===== src/rtl/fetch_pc_gen_pkg.sv =====
// Shared definitions for the instruction-fetch front end.
// Holds the reset fetch address and the fetch FSM state encodings.
// Imported by the fetch interface and the fetch PC generator.
package fetch_pc_gen_pkg;

  // Address of the first instruction fetched after reset.
  localparam logic [31:0] FETCH_RESET_PC = 32'h1c00_0000;

  // Fetch FSM encodings (plain constants for legacy tool compatibility).
  localparam logic [1:0] FS_IDLE = 2'd0;
  localparam logic [1:0] FS_REQ  = 2'd1;
  localparam logic [1:0] FS_WAIT = 2'd2;

  // Word-align an address; the low two bits of any fetch address are zero.
  function automatic logic [31:0] word_align(input logic [31:0] addr);
    return addr & 32'hFFFF_FFFC;
  endfunction

endpackage


===== src/rtl/fetch_pc_gen_if.sv =====
// SRAM-like instruction port: one request/accept pair plus one response strobe.
// Latency: set by the memory; at least one cycle from accept to response.
// Backpressure: the memory stalls a request by holding inst_addr_ok low.
interface fetch_pc_gen_if;
  logic        inst_req;
  logic [31:0] inst_addr;
  logic        inst_addr_ok;
  logic        inst_data_ok;
  logic [31:0] inst_rdata;

  // Fetch side drives the request, memory side drives accept and response.
  modport master (
    output inst_req,
    output inst_addr,
    input  inst_addr_ok,
    input  inst_data_ok,
    input  inst_rdata
  );

  modport slave (
    input  inst_req,
    input  inst_addr,
    output inst_addr_ok,
    output inst_data_ok,
    output inst_rdata
  );
endinterface


===== src/rtl/fetch_pc_gen.sv =====
// Fetch PC generator: one outstanding instruction request, one output slot to decode.
// Latency: accept in cycle n, response in n+1 gives a valid slot in n+2 (1 instr / 2 cycles).
// Backpressure: no request is issued while the slot is full and decode is not taking it.
module fetch_pc_gen
  import fetch_pc_gen_pkg::*;
#(
  parameter logic [31:0] RESET_PC = FETCH_RESET_PC
) (
  input  logic                   clk,
  input  logic                   resetn,
  input  logic                   br_taken,
  input  logic [31:0]            br_target,
  fetch_pc_gen_if.master         imem,
  input  logic                   ds_allowin,
  output logic                   fs_valid,
  output logic [31:0]            fs_pc,
  output logic [31:0]            fs_inst
);

  logic [1:0]  state_q,    state_d;
  logic [31:0] fetch_pc_q, fetch_pc_d;
  logic [31:0] req_pc_q,   req_pc_d;
  logic        cancel_q,   cancel_d;
  logic        fs_valid_q, fs_valid_d;
  logic [31:0] fs_pc_q,    fs_pc_d;
  logic [31:0] fs_inst_q,  fs_inst_d;

  logic        req;
  logic        accept;
  logic        slot_load;

  // A request is only raised when the slot will be free by the time data returns;
  // a redirect suppresses it so the wrong-path address is never accepted.
  always_comb begin
    req       = (state_q == FS_REQ) && (!fs_valid_q || ds_allowin) && !br_taken;
    accept    = req && imem.inst_addr_ok;
    slot_load = (state_q == FS_WAIT) && imem.inst_data_ok && !cancel_q && !br_taken;
  end

  assign imem.inst_req  = req;
  assign imem.inst_addr = word_align(fetch_pc_q);
  assign fs_valid       = fs_valid_q;
  assign fs_pc          = fs_pc_q;
  assign fs_inst        = fs_inst_q;

  // Next-state logic for the FSM, fetch/request PCs, cancel flag and output slot.
  always_comb begin
    state_d    = state_q;
    fetch_pc_d = fetch_pc_q;
    req_pc_d   = req_pc_q;
    cancel_d   = cancel_q;
    fs_valid_d = fs_valid_q;
    fs_pc_d    = fs_pc_q;
    fs_inst_d  = fs_inst_q;

    case (state_q)
      FS_IDLE: state_d = FS_REQ;
      FS_REQ: begin
        if (accept) begin
          req_pc_d   = fetch_pc_q;
          fetch_pc_d = fetch_pc_q + 32'd4;
          state_d    = FS_WAIT;
        end
      end
      FS_WAIT: begin
        if (imem.inst_data_ok) begin
          // The outstanding response retires; a cancelled one is simply dropped.
          state_d  = FS_REQ;
          cancel_d = 1'b0;
        end
      end
      default: state_d = FS_IDLE;
    endcase

    // Decode taking the slot empties it unless a new instruction lands the same cycle.
    if (fs_valid_q && ds_allowin) begin
      fs_valid_d = 1'b0;
    end

    if (slot_load) begin
      fs_valid_d = 1'b1;
      fs_pc_d    = req_pc_q;
      fs_inst_d  = imem.inst_rdata;
    end

    // Redirect: restart at the target, flush the slot, and mark a still-pending
    // response as stale. A newer redirect only replaces the target.
    if (br_taken && (state_q != FS_IDLE)) begin
      fetch_pc_d = word_align(br_target);
      fs_valid_d = 1'b0;
      if ((state_q == FS_WAIT) && !imem.inst_data_ok) begin
        cancel_d = 1'b1;
      end
    end
  end

  // State registers; reset clears everything and restarts fetch at RESET_PC.
  always_ff @(posedge clk or negedge resetn) begin
    if (!resetn) begin
      state_q    <= FS_IDLE;
      fetch_pc_q <= RESET_PC;
      req_pc_q   <= 32'd0;
      cancel_q   <= 1'b0;
      fs_valid_q <= 1'b0;
      fs_pc_q    <= 32'd0;
      fs_inst_q  <= 32'd0;
    end else begin
      state_q    <= state_d;
      fetch_pc_q <= fetch_pc_d;
      req_pc_q   <= req_pc_d;
      cancel_q   <= cancel_d;
      fs_valid_q <= fs_valid_d;
      fs_pc_q    <= fs_pc_d;
      fs_inst_q  <= fs_inst_d;
    end
  end

endmodule


===== src/flat_wrapper.sv =====
// flat-port wrapper written by rule: the top's interface ports become plain ports
module fetch_pc_gen_flat import fetch_pc_gen_pkg::*;
#(
  parameter logic [31:0] RESET_PC = FETCH_RESET_PC
)
  (clk, resetn, br_taken, br_target, ds_allowin, fs_valid, fs_pc, fs_inst, imem_inst_req, imem_inst_addr, imem_inst_addr_ok, imem_inst_data_ok, imem_inst_rdata);
  fetch_pc_gen_if imem_i ();
  input  logic clk;
  input  logic resetn;
  input  logic br_taken;
  input  logic [31:0] br_target;
  input  logic ds_allowin;
  output logic fs_valid;
  output logic [31:0] fs_pc;
  output logic [31:0] fs_inst;
  output wire logic [$bits(imem_i.inst_req)-1:0] imem_inst_req;
  output wire logic [$bits(imem_i.inst_addr)-1:0] imem_inst_addr;
  input wire logic [$bits(imem_i.inst_addr_ok)-1:0] imem_inst_addr_ok;
  input wire logic [$bits(imem_i.inst_data_ok)-1:0] imem_inst_data_ok;
  input wire logic [$bits(imem_i.inst_rdata)-1:0] imem_inst_rdata;
  assign imem_inst_req = imem_i.inst_req;
  assign imem_inst_addr = imem_i.inst_addr;
  assign imem_i.inst_addr_ok = imem_inst_addr_ok;
  assign imem_i.inst_data_ok = imem_inst_data_ok;
  assign imem_i.inst_rdata = imem_inst_rdata;
  fetch_pc_gen #(.RESET_PC(RESET_PC)) u_core (.clk(clk), .resetn(resetn), .br_taken(br_taken), .br_target(br_target), .imem(imem_i), .ds_allowin(ds_allowin), .fs_valid(fs_valid), .fs_pc(fs_pc), .fs_inst(fs_inst));
endmodule

===== config.mk =====
export PLATFORM = sky130hd
export DESIGN_NAME = fetch_pc_gen_flat
export DESIGN_NICKNAME = d
export VERILOG_FILES = /design/src/rtl/fetch_pc_gen_pkg.sv /design/src/rtl/fetch_pc_gen_if.sv /design/src/rtl/fetch_pc_gen.sv /design/src/flat_wrapper.sv
export SDC_FILE = /design/constraint.sdc
export NUM_CORES = 1
export LEC_CHECK = 0
export ABC_AREA = 1
export BUFFER_PORTS_ARGS = -buffer_cell sky130_fd_sc_hd__buf_4
export CAP_MARGIN = 20
export CORE_MARGIN = 2
export CORE_UTILIZATION = 52
export DETAILED_ROUTE_END_ITERATION = 12
export GPL_ROUTABILITY_DRIVEN = 0
export PLACE_DENSITY = 0.81
export RECOVER_POWER = 50
export SLEW_MARGIN = 20
export SYNTH_ARGS = -nofsm -noshare
export SYNTH_HDL_FRONTEND = slang
export SYNTH_SLANG_ARGS = --single-unit

===== constraint.sdc =====
create_clock -name clk -period 1.9 [get_ports clk]
set_input_delay 0.19 -clock clk [delete_from_list [all_inputs] [get_ports clk]]
set_output_delay 0.19 -clock clk [all_outputs]
set_load 0.02 [all_outputs]

==> results by group <==
Placement
  – Placed insts: 897
  – Post-DP HPWL: 10.47 mm
  – Number of I/O port buffers: 161

Clock network
  – CTS sink count: 126
  – H-tree level count: 4
  – Reg clk slew, reported paths: 0.06 ns
  – Clock root cell: clkbuf_8
  – Total CTS buffers: 17
  – Clk buf depth: 2
  – CTS tree: done
  – Skew-Pair Late Insertion Delay: 0.53 ns

Synthesis
  – Post-synth EDFFs: 0
  – Mapped Area: 0.005697 mm²
  – Syn avg cell area: 9.354 µm²
  – Synth unique cells: 37
  – Mapped Cells: 609
  – Async set or reset register ratio after synthesis: 100.0%
  – Sequential share of the synthesized area: 55.41%
  – Yosys reg bits: 126
  – Top FF cell, synth: dfrtp_1
  – Synth warnings: 0

Global route
  – Global-route wire length before repair: 25.18 mm
  – Gr usage total: 27.87%
  – Initial antenna violation count: 0
  – Overflow after GRT: 0
  – Number of global-route vias before repair: 5,156
  – Largest net degree at the start of global routing: 55

STA
  – Fin. Hold Viols: 0
  – RSZ-0062 raised after global routing: no
  – Final setup vio count: 0
  – Fin crit share: 93.93%
  – Least-Margin Pin Slew: 0.9370 ns
  – Fmax: 560.4 MHz
  – Fin crit period: 1.785 ns
  – Final TNS setup: 0 ns
  – Setup Skew: 0.007895 ns
  – Final Slew Violations: 0
  – Relative slew slack: 37.53%

Setup path
  – Most used cell, CP: nand2_1
  – CP required: 2.31 ns
  – Setup CP Type: register to register
  – R2r setup slk: 0.12 ns
  – Critical Path Start: u_core.fetch_pc_q[3]$_DFFE_PN0P_
  – CP Max Fanout: 6
  – Slowest-stage cell, CP: dfrtp_1
  – Worst-path cell chain: ha_1, nand2_1, nor2_2, nand2_2, nor3_2, inv_1, a21oi_1, nand2_1
  – Worst r2r dst: u_core.fetch_pc_q[20]$_DFFE_PN0P_
  – Critical Path Max Stage Delay: 0.40 ns
  – Critical path arrival: 2.20 ns
  – Crit. End Element: register
  – Reg2reg start: u_core.fetch_pc_q[3]$_DFFE_PN0P_
  – CP Launch Type: register
  – Reg2reg path depth: 8

Floorplan
  – Chip width: 108.7 µm
  – Core region area: 0.01075 mm²
  – # rows: 38
  – Die Y: 108.7 µm
  – Die ar.: 0.01181 mm²
  – IO Pins: 168
  – Initial Util: 53.02%

Final layout
  – Diodes inserted: 0
  – Commonest non-fill, non-tap cell in the layout: nand2_1
  – Layout Cells excl Fill: 991
  – Highest-count cells in the layout ignoring fill and taps: nand2_1 (160), dfrtp_1 (123), buf_4 (120)
  – Area grow syn2layout: 42.54%
  – Share of layout cells above drive strength 1: 25.62%
  – Nets: 909

Route
  – Routed Antenna Nets: 0
  – Vias after detailed routing: 5,166
  – Final WL: 16.06 mm
  – Drc violations: 0
  – First DRT Iteration DRCs: 391
  – Pre-Repair DR Iteration Count: 5
  – DR WL/cell: 16.20 µm
  – Via-to-Cell Ratio: 5.213

Power and ir drop
  – Pleak: 0.003957 µW
  – VDD IR max: 738.1 µV
  – Cell Pwr Density: 1575 mW/mm²
  – Total chip power: 12,790 µW

Run
  – Max Cap Violations: 0

Min path
  – Worst Hold End: u_core.fetch_pc_q[25]$_DFFE_PN0P_
  – Hold depth: 5
  – Hold Crit Class: input pin to register
  – Hold_sp: br_target[25]

Outcome
  – Outcome: complete, no violations
==> kinds of logic (layout without fill, tap and decap cells) <==
group	Yosys count	after routing	synth area share, %
AOI/OAI and AO/OA	71	71	7.204
xor gates and xnor gates	2	2	0.3075
adders and majority gates	1	1	0.2196
buffers and inverters	81	320	6.018
DFF	126	126	55.41
muxes	55	55	10.87
other	1	4	0.06583
and+or+nand+nor	272	272	19.90
==> cells in the mapped netlist, types with 6 or more instances <==
cell type | count | area share (%)
buf_2 | 13 | 1.1
nand3_1 | 34 | 3.0
dfrtp_1 | 123 | 54
nand2_1 | 161 | 11
o21ai_0 | 37 | 3.3
clkbuf_1 | 7 | 0.46
o211ai_1 | 9 | 1.2
inv_1 | 52 | 3.4
mux2_2 | 50 | 9.9
nor2_1 | 61 | 4.0
buf_4 | 6 | 0.79
==> timing repair <==
item,in CTS,in global routing
setup buffers,0,0
endpoints found under the setup margin,0,2
endpoints found under the hold margin,184,0
hold buffers,62,0
gates resized for setup,0,1
==> worst max-delay path: cells and delay by family, from the launching register on <==
kind	cells	cell delay, ns
and+or+nand+nor	5	0.83
DFF	1	0.40
adders and majority gates	1	0.20
AOI/OAI and AO/OA	1	0.17
buffers and inverters	1	0.08
==> power breakdown <==
part,leakage (µW),switching [µW],internal (µW)
clock,0.000286,1130,2140
combinational,0.00207,2880,1850
sequential,0.00160,939,3860
==> area by class of cell <==
type                            instances  area [µm²]
Timing Repair Buffer                  233        1767
Sequential cell                       126        3157
Clock inverter                          6       110.1
Fill cell                             738        2625
Clock buffer                           26       488.0
Inverter                               55       206.4
Tap cell                              140       175.2
Multi-Input combinational cell        405        2217
==> metal layers <==
metal | wire length, µm | vias up | part of all wire [%] | global-route usage [%]
met3 | 1108 | 32 | 6.9 | 6.396
met1 | 6435 | 2492 | 40 | 34.18
met2 | 8205 | 212 | 51 | 48.97
li1 | - | 2430 | - | -
met4 | 310 | 0 | 1.9 | 8.608
met5 | 0 | - | 0 | 0
==> metrics by stage <==
stage	util, %	hold WS, ns	instance area, µm²	setup slack [ns]
2_1_floorplan	-	-0.1056	5708	0.3156
3_3_place_gp	65.98	0.07301	7089	0.2288
3_5_place_dp	65.98	0.07852	7089	0.1903
4_1_cts	77.32	0.005001	8308	0.1625
5_1_grt	75.57	0.009341	8120	0.01300
6_report	75.57	0.02413	8120	0.1154
==> state kept, by name (all words and copies together) (netlist names) <==
signal and count:
u_core.cancel_q 1, u_core.fetch_pc_q 30, u_core.fs_inst 32, u_core.fs_pc 30, u_core.fs_valid 1, u_core.req_pc_q 30
u_core.state_q 2
==> how the worst max path moves through the flow <==
stage                                   endpoint  depth (start not counted)
3_5_place_dp   u_core.fetch_pc_q[22]$_DFFE_PN0P_                          9
3_3_place_gp   u_core.fetch_pc_q[22]$_DFFE_PN0P_                          9
4_1_cts        u_core.fetch_pc_q[25]$_DFFE_PN0P_                          9
2_1_floorplan  u_core.fetch_pc_q[20]$_DFFE_PN0P_                          8
5_1_grt        u_core.fetch_pc_q[20]$_DFFE_PN0P_                          8
6_report       u_core.fetch_pc_q[20]$_DFFE_PN0P_                          8
Note: power is estimated with default switching activity, not from simulation.
